## src/rtl/y86_pkg.sv

```systemverilog
// Shared Y86 definitions: instruction codes, memory-requester FSM states, default data-memory size.
package y86_pkg;

  localparam int unsigned MEM_WORDS_DEFAULT = 1024;
  localparam int unsigned ICODE_W           = 4;

  localparam logic [ICODE_W-1:0] I_HALT   = 4'h0;
  localparam logic [ICODE_W-1:0] I_NOP    = 4'h1;
  localparam logic [ICODE_W-1:0] I_RRMOVQ = 4'h2;
  localparam logic [ICODE_W-1:0] I_IRMOVQ = 4'h3;
  localparam logic [ICODE_W-1:0] I_RMMOVQ = 4'h4;
  localparam logic [ICODE_W-1:0] I_MRMOVQ = 4'h5;
  localparam logic [ICODE_W-1:0] I_OPQ    = 4'h6;
  localparam logic [ICODE_W-1:0] I_JXX    = 4'h7;
  localparam logic [ICODE_W-1:0] I_CALL   = 4'h8;
  localparam logic [ICODE_W-1:0] I_RET    = 4'h9;
  localparam logic [ICODE_W-1:0] I_PUSHQ  = 4'hA;
  localparam logic [ICODE_W-1:0] I_POPQ   = 4'hB;

  typedef enum logic [1:0] {
    IDLE = 2'd0,
    REQ  = 2'd1,
    DONE = 2'd2
  } dmem_state_e;

endpackage

```

## src/rtl/dmem_timeout_ctr.sv

```systemverilog
// Wait-cycle counter for an outstanding data-memory request; expired_c flags the LIMIT-th enabled cycle.
module dmem_timeout_ctr #(
  parameter int unsigned LIMIT = 16
) (
  input  logic clk,
  input  logic rst_n,
  input  logic clr,
  input  logic en,
  output logic expired_c
);

  localparam int unsigned CW = (LIMIT > 1) ? $clog2(LIMIT) : 1;

  logic [CW-1:0] cnt_q, cnt_d;

  always_comb begin
    cnt_d = cnt_q;
    if (clr) begin
      cnt_d = '0;
    end else if (en) begin
      cnt_d = cnt_q + CW'(1);
    end
  end

  always_ff @(posedge clk or negedge rst_n) begin
    if (!rst_n) begin
      cnt_q <= '0;
    end else begin
      cnt_q <= cnt_d;
    end
  end

  // Counter holds 0..LIMIT-1 while enabled, so the last enabled cycle is LIMIT-1.
  assign expired_c = en && (cnt_q == CW'(LIMIT - 1));

endmodule

```

## src/rtl/dmem_requester.sv

```systemverilog
// Y86 memory-stage initiator: one req/ack data-memory access per instruction.
// Optional request timeout is built in when DMEM_TIMEOUT_EN is defined.
module dmem_requester
  import y86_pkg::*;
#(
  parameter int unsigned MEM_WORDS      = MEM_WORDS_DEFAULT,
  parameter int unsigned TIMEOUT_CYCLES = 16
) (
  input  logic         clk,
  input  logic         rst_n,
  input  logic         start,
  input  logic [3:0]   icode,
  input  logic [63:0]  valA,
  input  logic [63:0]  valE,
  input  logic [63:0]  valP,
  output logic         busy,
  output logic         done,
  output logic [63:0]  valM,
  output logic         dmem_error,
  output logic         mem_req,
  output logic         mem_we,
  output logic [63:0]  mem_addr,
  output logic [63:0]  mem_wdata,
  input  logic         mem_ack,
  input  logic [63:0]  mem_rdata
);

  localparam int unsigned DW = 64;

  dmem_state_e   state_q, state_d;
  logic          busy_q, busy_d, done_q, done_d, err_q, err_d;
  logic          req_q, req_d, we_q, we_d;
  logic [DW-1:0] valm_q, valm_d, addr_q, addr_d, wdata_q, wdata_d;

  logic          dec_mem_c, dec_we_c, in_range_c, timeout_c;
  logic [DW-1:0] dec_addr_c, dec_wdata_c;

  // Instruction decode into access kind, address and store data.
  always_comb begin
    dec_mem_c   = 1'b1;
    dec_we_c    = 1'b0;
    dec_addr_c  = valE;
    dec_wdata_c = valA;
    case (icode)
      I_RMMOVQ, I_PUSHQ: dec_we_c = 1'b1;
      I_CALL: begin
        dec_we_c    = 1'b1;
        dec_wdata_c = valP;
      end
      I_MRMOVQ: dec_we_c = 1'b0;
      I_POPQ, I_RET: dec_addr_c = valA;
      default: dec_mem_c = 1'b0;
    endcase
  end

  assign in_range_c = dec_addr_c < DW'(MEM_WORDS);

`ifdef DMEM_TIMEOUT_EN
  logic to_clr_c, to_en_c;
  assign to_clr_c = (state_q != REQ);
  assign to_en_c  = (state_q == REQ);

  dmem_timeout_ctr #(
    .LIMIT (TIMEOUT_CYCLES)
  ) u_timeout (
    .clk       (clk),
    .rst_n     (rst_n),
    .clr       (to_clr_c),
    .en        (to_en_c),
    .expired_c (timeout_c)
  );
`else
  logic unused_timeout_cfg;
  assign unused_timeout_cfg = (TIMEOUT_CYCLES == 0);
  assign timeout_c          = 1'b0;
`endif

  // Next state and next registered outputs.
  always_comb begin
    state_d = state_q;
    valm_d  = valm_q;
    err_d   = err_q;
    we_d    = we_q;
    addr_d  = addr_q;
    wdata_d = wdata_q;
    case (state_q)
      IDLE: begin
        if (start) begin
          we_d    = dec_we_c;
          addr_d  = dec_addr_c;
          wdata_d = dec_wdata_c;
          if (!dec_mem_c) begin
            state_d = DONE;
            err_d   = 1'b0;
          end else if (!in_range_c) begin
            state_d = DONE;
            err_d   = 1'b1;
          end else begin
            state_d = REQ;
          end
        end
      end
      REQ: begin
        // A same-cycle ack beats the timeout.
        if (mem_ack) begin
          state_d = DONE;
          err_d   = 1'b0;
          if (!we_q) valm_d = mem_rdata;
        end else if (timeout_c) begin
          state_d = DONE;
          err_d   = 1'b1;
        end
      end
      DONE:    state_d = IDLE;
      default: state_d = IDLE;
    endcase
    busy_d = (state_d != IDLE);
    done_d = (state_d == DONE);
    req_d  = (state_d == REQ);
  end

  always_ff @(posedge clk or negedge rst_n) begin
    if (!rst_n) begin
      state_q <= IDLE;
      busy_q  <= 1'b0;
      done_q  <= 1'b0;
      err_q   <= 1'b0;
      req_q   <= 1'b0;
      we_q    <= 1'b0;
      valm_q  <= '0;
      addr_q  <= '0;
      wdata_q <= '0;
    end else begin
      state_q <= state_d;
      busy_q  <= busy_d;
      done_q  <= done_d;
      err_q   <= err_d;
      req_q   <= req_d;
      we_q    <= we_d;
      valm_q  <= valm_d;
      addr_q  <= addr_d;
      wdata_q <= wdata_d;
    end
  end

  assign busy       = busy_q;
  assign done       = done_q;
  assign dmem_error = err_q;
  assign valM       = valm_q;
  assign mem_req    = req_q;
  assign mem_we     = we_q;
  assign mem_addr   = addr_q;
  assign mem_wdata  = wdata_q;

endmodule

```

## config.mk

```make
export PLATFORM = sky130hd
export DESIGN_NAME = dmem_requester
export DESIGN_NICKNAME = d
export VERILOG_FILES = /design/src/rtl/y86_pkg.sv /design/src/rtl/dmem_timeout_ctr.sv /design/src/rtl/dmem_requester.sv
export SDC_FILE = /design/constraint.sdc
export NUM_CORES = 1
export LEC_CHECK = 0
export BUFFER_PORTS_ARGS = -buffer_cell sky130_fd_sc_hd__buf_2
export CAP_MARGIN = 20
export CORE_AREA = 2 2 180 182
export CTS_CLUSTER_SIZE = 8
export DETAILED_ROUTE_END_ITERATION = 8
export DIE_AREA = 0 0 182 184
export GPL_ROUTABILITY_DRIVEN = 0
export SYNTH_ARGS = -nofsm -noshare
export SYNTH_HDL_FRONTEND = slang
export SYNTH_SLANG_ARGS = --single-unit
```

## constraint.sdc

```tcl
create_clock -name clk -period 1.8 [get_ports clk]
set_input_delay 0.36 -clock clk [delete_from_list [all_inputs] [get_ports clk]]
set_output_delay 0.36 -clock clk [all_outputs]
set_load 0.05 [all_outputs]
```

# ---- After elaboration in Yosys (flattened, before gate mapping)
# Cells that the tools add are included.
dict set report classes {
  magnitude_cmp 1
  n_eq_ne 12
  muxes 14
  n_bitwise 1
  reduce_logical 9
}
# operator count
set ops {}
lappend ops {{two-way mux 64 bit} 2}
lappend ops {{< comparator 64 x 11 -> 1 bit, second input constant} 1}
lappend ops {{equality test 4 bit, second input constant} 4}
lappend ops {{equality test 4 x 3 -> 1 bit, second input constant} 2}
lappend ops {{two-way mux 2 bit} 4}
lappend ops {{two-way mux 1 bit} 6}
lappend ops {{OR reduction 6 bit} 1}
lappend ops {{equality test 2 x 1 -> 1 bit, second input constant} 2}
lappend ops {{!= test 2 bit, second input constant} 2}
lappend ops {{one-hot mux 2 bit (2 select lines)} 1}
lappend ops {{AND reduction 4 bit} 1}
lappend ops {{nonzero test 2 bit} 2}
lappend ops {{!= test 3 bit, second input constant} 1}
lappend ops {{AND reduction 3 bit} 1}
lappend ops {{OR reduction 3 bit} 1}
lappend ops {{equality test 2 bit, second input constant} 1}
lappend ops {{zero test 2 bit} 1}
lappend ops {{one-hot mux 1 bit (2 select lines)} 1}
lappend ops {{AND reduction 2 bit} 1}
lappend ops {{OR reduction 2 bit} 1}
lappend ops {{inverter 1 bit} 1}
dict set report totals {
  regBits 199
  in_bits 264
  out_inout_bits 197
  elab_cells 46
}

# ---- Logic depth before layout (Yosys ltp)
# Gate-level depths: netlist of run 1.
dict set report logic_depth {
  word_depth 9
  mapped_depth 7
  ltp_nobuf 6
}

# ---- Worst setup path after synthesis of run 1
# Ideal clock, no wire load.
dict set report synth_timing {
  path_kind {register -> register}
  from {register we_q, in the netlist mem_we}
  to {register valm_q[0], in the netlist valM[0]}
  setup_ps 127
  t_arrival_ps 1411
  t_required_ps 1673
  slack_ps 261
  stages_incl_launch_ff 4
  path_buffers 1
  period_less_slack_ps 1539
  cell_sequence {dfrtp_1 nor2_4 buf_6 mux2_1}
}
dict set report synth_via {
  elab_chain_len 2
}
# element line
set synth_lines {}
lappend synth_lines {{start, declared} dmem_requester.sv:32} ;# logic req_q, req_d, we_q, we_d;
lappend synth_lines {{start signal, assigned} dmem_requester.sv:139} ;# we_q <= we_d;
lappend synth_lines {{inverter 1 bit (no line)} -}
lappend synth_lines {{AND reduction 3 bit (no line)} -}
lappend synth_lines {{end signal, assigned} dmem_requester.sv:140} ;# valm_q <= valm_d;
lappend synth_lines {{end, declared} dmem_requester.sv:33} ;# logic [DW-1:0] valm_q, valm_d, addr_q, addr_d, wdata_q, wdata_d;
# Every way passes these cells.
# A chain may end at the register's enable or synchronous reset.

# ---- Worst setup path after layout of run 1
dict set report layout_timing {
  from {input port valA[43]}
  to {register err_q, in the netlist dmem_error}
}
dict set report layout_via {
  elab_chain_len 4
}
# element line
set layout_lines {}
lappend layout_lines {{start, declared} dmem_requester.sv:13} ;# input logic [63:0] valA,
lappend layout_lines {{two-way mux 64 bit} dmem_requester.sv:44} ;# case (icode)
lappend layout_lines {{< comparator 64 x 11 -> 1 bit} dmem_requester.sv:56} ;# assign in_range_c = dec_addr_c < DW'(MEM_WORDS);
lappend layout_lines {{!= test 3 bit (no line)} -}
lappend layout_lines {{AND reduction 4 bit (no line)} -}
lappend layout_lines {{end signal, assigned} dmem_requester.sv:137} ;# err_q <= err_d;
lappend layout_lines {{end, declared} dmem_requester.sv:31} ;# logic busy_q, busy_d, done_q, done_d, err_q, err_d;
# Every way passes these cells.

==> impl_results.md, run 1 <==
* CTS H-tree lvls at 4
* Max-slew violation count at 0
* Vias in the first global route at 7,808
* Layout Area Growth over Synthesis at 44.4%
* WP data arrival at 2.04 ns
* DP Area at 0.0121 mm²
* Mean routed wirelength per cell at 19.3 µm
* CTS clk-pin slew, worst paths at 0.08 ns
* Design Area, Final at 0.0128 mm²
* 1st-pass router iterations at 7
* Critical path class: primary input to register
* Hold_ws at 0.131 ns
* Initial Util at 28.3%
* LEAKAGE at 0.00691 µW
* Reg2Reg Depth at 5
* Post-Syn Instances at 763
* Largest net degree at the start of global routing at 115
* Antenna Nets Post-Route at 0
* Post-DP HPWL at 26.6 mm
* Net count, final at 1,543
* Clock buffer count from CTS at 17
* Via count at 7,695
* DRT iter0 DRCs at 275
* Die Width at 182 µm
* Fmax at 595 MHz
* Multi-input logic area at 0.00358 mm²
* Min Tclk post-route at 1.68 ns
* Area of the mapped netlist at 0.00888 mm²
* Status: finished, final reports clean
* Die ar. at 0.0335 mm²
* Syn Nets at 1,027
* Hold path depth at 2
* Min-delay worst type: primary input to register
* Core box area at 0.0314 mm²
* Crit. End Element: register
* Rows at 65
* Gr ovfl total at 0
* I/O pins at 461
* Vias/cell at 4.54
* CTS Sinks at 199
* Synth Area per Inst at 11.6 µm²
* Clk Latency, worst-skew pair at 0.43 ns
* Fin Clk Skew at 0.00708 ns
* Storage cell area at 0.00498 mm²
* RSZ-0062 raised after global routing: false
* GRT Util Overall at 19.3%
* First-pass GRT wire length at 47.6 mm
* Die height at 184 µm
* CTS Root Cell: clkbuf_16
* Share of layout cells above drive strength 1 at 45.4%
* Crit path launch type: primary input
* Number of antenna violations at the first check in global routing at 2
* Worst slew pin tran at 0.475 ns
* CTS tree: built
* Final Hold Fails at 0
* Pwr dens at 1070 mW/mm²
* # Max-Cap Violations at 0
* # fillers at 3,147
* Setup bufs post-CTS at 0
* Post-synth cell types at 27
* Final setup viols at 0
* Slew HR at 68.3%
* CP max FO at 3
* Routed WL at 32.7 mm
* Max IR drop VDD at 0.570 mV
* Final worst-path cycle share at 93.3%
* Number of synthesis warnings at 0
* Sequential cell area fraction in the yosys report at 56.1%
* #FFs+latches synth at 199
* Port Buf Inserts at 460
* Required @ worst endpoint at 2.16 ns
* # DRC at 0
* Clock Tree Buf Depth at 2
-- sequential cells by signal, indices dropped and copies added (netlist names) --
| name | flops |
|---|---|
| dmem_error | 1 |
| mem_we | 1 |
| done | 1 |
| mem_wdata | 64 |
| valM | 64 |
| state_q | 2 |
| mem_addr | 64 |
| busy | 1 |
| mem_req | 1 |
-- cell type report --
class / instances / area share (%)
Tap cell: 402 / 3.92
Multi-Input combinational cell: 515 / 27.9
Clock inverter: 14 / 1.71
Inverter: 1 / 0.0293
Sequential cell: 199 / 38.8
Timing Repair Buffer: 545 / 24.1
Antenna cell: 2 / 0.0390
Clock buffer: 18 / 3.43
-- Yosys cell counts --
cell type	n	area, µm²
a21oi_1	1	5.00
a221oi_2	1	15.0
and2b_1	1	7.51
buf_2	15	75.1
buf_4	2	15.0
buf_6	19	214
clkbuf_1	12	45.0
dfrtp_1	199	4980
inv_1	1	3.75
mux2_1	64	721
mux2i_1	129	1290
nand2_1	136	510
nand3_1	2	10.0
nand3_2	1	10.0
nand3b_1	3	22.5
nand4_1	4	25.0
nor2_1	8	30.0
nor2_4	1	11.3
nor2b_1	1	6.26
nor3_1	4	20.0
nor3b_2	2	25.0
nor4_1	24	150
o21ai_1	128	641
o21bai_1	1	7.51
o221ai_2	1	15.0
o31ai_1	1	7.51
o32ai_1	2	17.5
-- path summary, 6_finish.rpt --
| kind | startpoint | end | slack [ns] |
|---|---|---|---|
| worst max-delay path | valA[43] | dmem_error$_DFFE_PN0P_ | 0.12 |
| worst min-delay path | mem_rdata[40] | valM[40]$_DFFE_PN0P_ | 0.13 |
| worst max register to register | state_q[1]$_DFF_PN0_ | valM[60]$_DFFE_PN0P_ | 0.15 |
| worst min register to register | mem_wdata[43]$_DFFE_PN0P_ | mem_wdata[43]$_DFFE_PN0P_ | 0.48 |
| max in group asynchronous | rst_n | mem_wdata[53]$_DFFE_PN0P_ | 0.78 |
| min in group asynchronous | rst_n | valM[22]$_DFFE_PN0P_ | 0.44 |
-- through the flow --
stage | TNS, ns | utilization (%) | instances | worst slack, ns | total power, µW
after floorplan | 0 | - | 763 | 0.261 | 7980
after global placement | -1.98 | 38.6 | 1661 | -0.480 | 9430
after detailed placement | -2.05 | 38.6 | 1661 | -0.482 | 9470
after CTS | 0 | 40.8 | 1694 | 0.00559 | 13900
after global routing | 0 | 40.8 | 1696 | 0.0300 | 14300
final | 0 | 40.8 | 1696 | 0.120 | 13700
-- placed cells by master (no fill, tap or decap), types with 2 or more instances in the layout --
master	instances
nor3_1	4
clkinv_2	3
clkbuf_16	17
mux2_1	64
o32ai_1	2
dfrtp_1	199
diode_2	2
o21ai_1	128
buf_2	459
mux2i_1	129
inv_6	3
nand4_1	4
buf_4	73
bufinv_16	5
nand2_1	135
buf_12	11
nor4_1	22
nand3b_1	3
nor2_1	8
nor3b_2	2
nand3_1	2
-- where the power goes --
| group | leakage, µW | internal [µW] | switching (µW) |
|---|---|---|---|
| combinational | 0.00406 | 1030 | 3030 |
| sequential | 0.00252 | 5010 | 273 |
| clock | 0.000323 | 2520 | 1790 |
-- critical path, cell delays in order --
cell and delay (ns):
buf_2 0.11, nor4_2 0.38, nand4_1 0.27, buf_4 0.21, nor3_1 0.21, o221ai_2 0.19
nand3_2 0.14, mux2i_1 0.17
-- per-layer routing --
layer | global-route usage, % | part of all wire (%)
met1 | 22.5 | 41
met2 | 34.9 | 52
met3 | 4.79 | 6.5
met4 | 6.10 | 1.2
met5 | 0 | 0
-- repair_timing --
item	4_1_cts	5_1_grt
hold endpoints to repair	38	0
setup endpoints to repair	0	3
gates resized for setup	0	3
hold buffers	1	0
-- logic make-up (layout without fill, tap and decap cells) --
kind of cell / Yosys count / in the layout / synth area share (%)
other cells: 0 / 2 / 0
compound gates: 135 / 135 / 7.97
simple gates: 187 / 187 / 9.33
buf+inv: 49 / 578 / 3.97
mux: 193 / 193 / 22.7
flops: 199 / 199 / 56.1
No activity file was read; power rests on OpenSTA's default activity.
==> inputs of run 2 (changes only) <==
CORE_AREA = 2 2 247 127   (was 2 2 180 182)
DIE_AREA = 0 0 249 129   (was 0 0 182 184)
==> impl_results.md, run 2 (same netlist as run 1, synthesis figures left out) <==
* Worst r2r dst: valM[24]$_DFFE_PN0P_
* Number of antenna violations at the first check in global routing at 2
* Net count, final at 1,524
* Max IR drop VDD at 0.601 mV
* Fmax at 571 MHz
* First-pass GRT wire length at 49.1 mm
* RSZ-0062 raised after global routing: false
* Setup ws final at 0.0490 ns
* Pre-CTS setup slack at -0.439 ns
* Share of layout cells above drive strength 1 at 44.5%
* Crit. End Element: register
* CTS tree: built
* Met3 Usage GRT at 5.91%
* Antenna fix cells at 0
* Rows at 45
* Met2 usage at 31.3%
* Final worst-path cycle share at 97.3%
* Required @ worst endpoint at 2.16 ns
* Critical path class: primary input to register
* Met1 Usage GRT at 30.2%
* Mean routed wirelength per cell at 20.3 µm
* Min-delay worst type: primary input to register
* # Max-Cap Violations at 0
* CTS Sinks at 199
* Critical R2R Launch: state_q[1]$_DFF_PN0_
* Crit path launch type: primary input
* Slew HR at 60.0%
* Most common cell after layout, fill and taps aside: buf_2
* Via count at 7,720
* CP max FO at 3
* Clk Latency, worst-skew pair at 0.44 ns
* Gr ovfl total at 0
* Routed WL at 33.9 mm
* Initial Util at 29.7%
* Reg2Reg Depth at 4
* Min Tclk post-route at 1.75 ns
* Fin Clk Skew at 0.0109 ns
* I/O pins at 461
* Die Width at 249 µm
* Vias in the first global route at 7,670
* Crit. Startpoint: valA[43]
* Post-DP HPWL at 27.4 mm
* Status: finished, final reports clean
* LEAKAGE at 0.00677 µW
* Clock Tree Buf Depth at 2
* Final setup viols at 0
* Port Buf Inserts at 460
* CTS H-tree lvls at 4
* Setup TNS at 0 ns
* Clock buffer count from CTS at 17
* Setup bufs post-CTS at 0
* Final Hold Fails at 0
* Antenna Nets Post-Route at 0
* Max-slew violation count at 0
* FF-to-FF setup slack at 0.13 ns
* Largest net degree at the start of global routing at 141
* WP data arrival at 2.11 ns
* Vias/cell at 4.62
* GRT Util Overall at 20.9%
* Die ar. at 0.0321 mm²
* CTS Root Cell: clkbuf_16
* Critical Path End: dmem_error$_DFFE_PN0P_
* Worst slew pin tran at 0.600 ns
* Pwr dens at 1060 mW/mm²
* Core box area at 0.0299 mm²
* Layout Area Growth over Synthesis at 41.6%
* # DRC at 0
* Commonest cells after routing, fill and taps aside: buf_2 (459), dfrtp_1 (199), nand2_1 (135), mux2i_1 (129), o21ai_1 (128)
* Die height at 129 µm
* 1st-pass router iterations at 5
* CTS clk-pin slew, worst paths at 0.08 ns
* DRT iter0 DRCs at 413
* Gr busiest metal: met2
==> run 2: cell count changes in the layout (fill, tap and decap cells not counted), sizes merged <==
| cell | delta |
|---|---|
| inv | +3 |
| bufinv | -4 |
| diode | -2 |
| clkinv | +2 |
| clkbuf | -1 |
| buf | -19 |
==> run 2: repair_timing <==
item / CTS / global route
hold buffers: 1 / 0
resized for setup: 0 / 1
endpoints found under the hold margin: 33 / 0
setup endpoints to repair: 0 / 1
==> run 2: power by group <==
group	switching (µW)	internal, µW
clock network	1950	1980
registers	282	5000
logic	3030	1020
total	5260	8000
==> run 2: worst max-delay path, cell delays in order <==
cell	delay [ns]
buf_2	0.19
nor4_2	0.38
nand4_1	0.33
nor3_1	0.34
o221ai_2	0.19
nand3_2	0.14
mux2i_1	0.17
==> run 2: metal layers <==
metal | routed length [µm] | vias to the layer above | part of all wire, %
met5 | 0 | - | 0
met4 | 275 | 0 | 0.81
met3 | 2210 | 18 | 6.5
met2 | 15100 | 246 | 44
met1 | 16300 | 3765 | 48
li1 | - | 3691 | -
==> run 2: worst min path at each step <==
stage,cells past startpoint,slack (ns),start,endpoint
3_3_place_gp,1,0.29,rst_n,valM[48]$_DFFE_PN0P_
3_5_place_dp,1,0.29,rst_n,valM[44]$_DFFE_PN0P_
2_1_floorplan,0,0.06,rst_n,busy$_DFF_PN0_
4_1_cts,2,0.09,mem_rdata[61],valM[61]$_DFFE_PN0P_
6_report,2,0.12,mem_rdata[61],valM[61]$_DFFE_PN0P_
5_1_grt,2,0.09,mem_rdata[61],valM[61]$_DFFE_PN0P_
==> run 2: cell type report <==
type / instances / area (µm²)
Fill cell: 2953 / 17300
Sequential cell: 199 / 4980
Multi-Input combinational cell: 515 / 3560
Timing Repair Buffer: 526 / 2940
Tap cell: 399 / 499
Clock buffer: 17 / 425
Clock inverter: 15 / 164
Inverter: 1 / 3.75
==> run 2: stage by stage <==
step / std cells / area (µm²) / power (µW) / util (%) / hold WS, ns
after floorplan: 763 / 8880 / 7980 / - / 0.0644
after global placement: 1639 / 12000 / 9400 / 40.0 / 0.290
after detailed placement: 1639 / 12000 / 9450 / 40.0 / 0.293
after CTS: 1672 / 12600 / 13500 / 42.0 / 0.0907
after global routing: 1672 / 12600 / 13900 / 42.1 / 0.0947
final: 1672 / 12600 / 13300 / 42.1 / 0.123
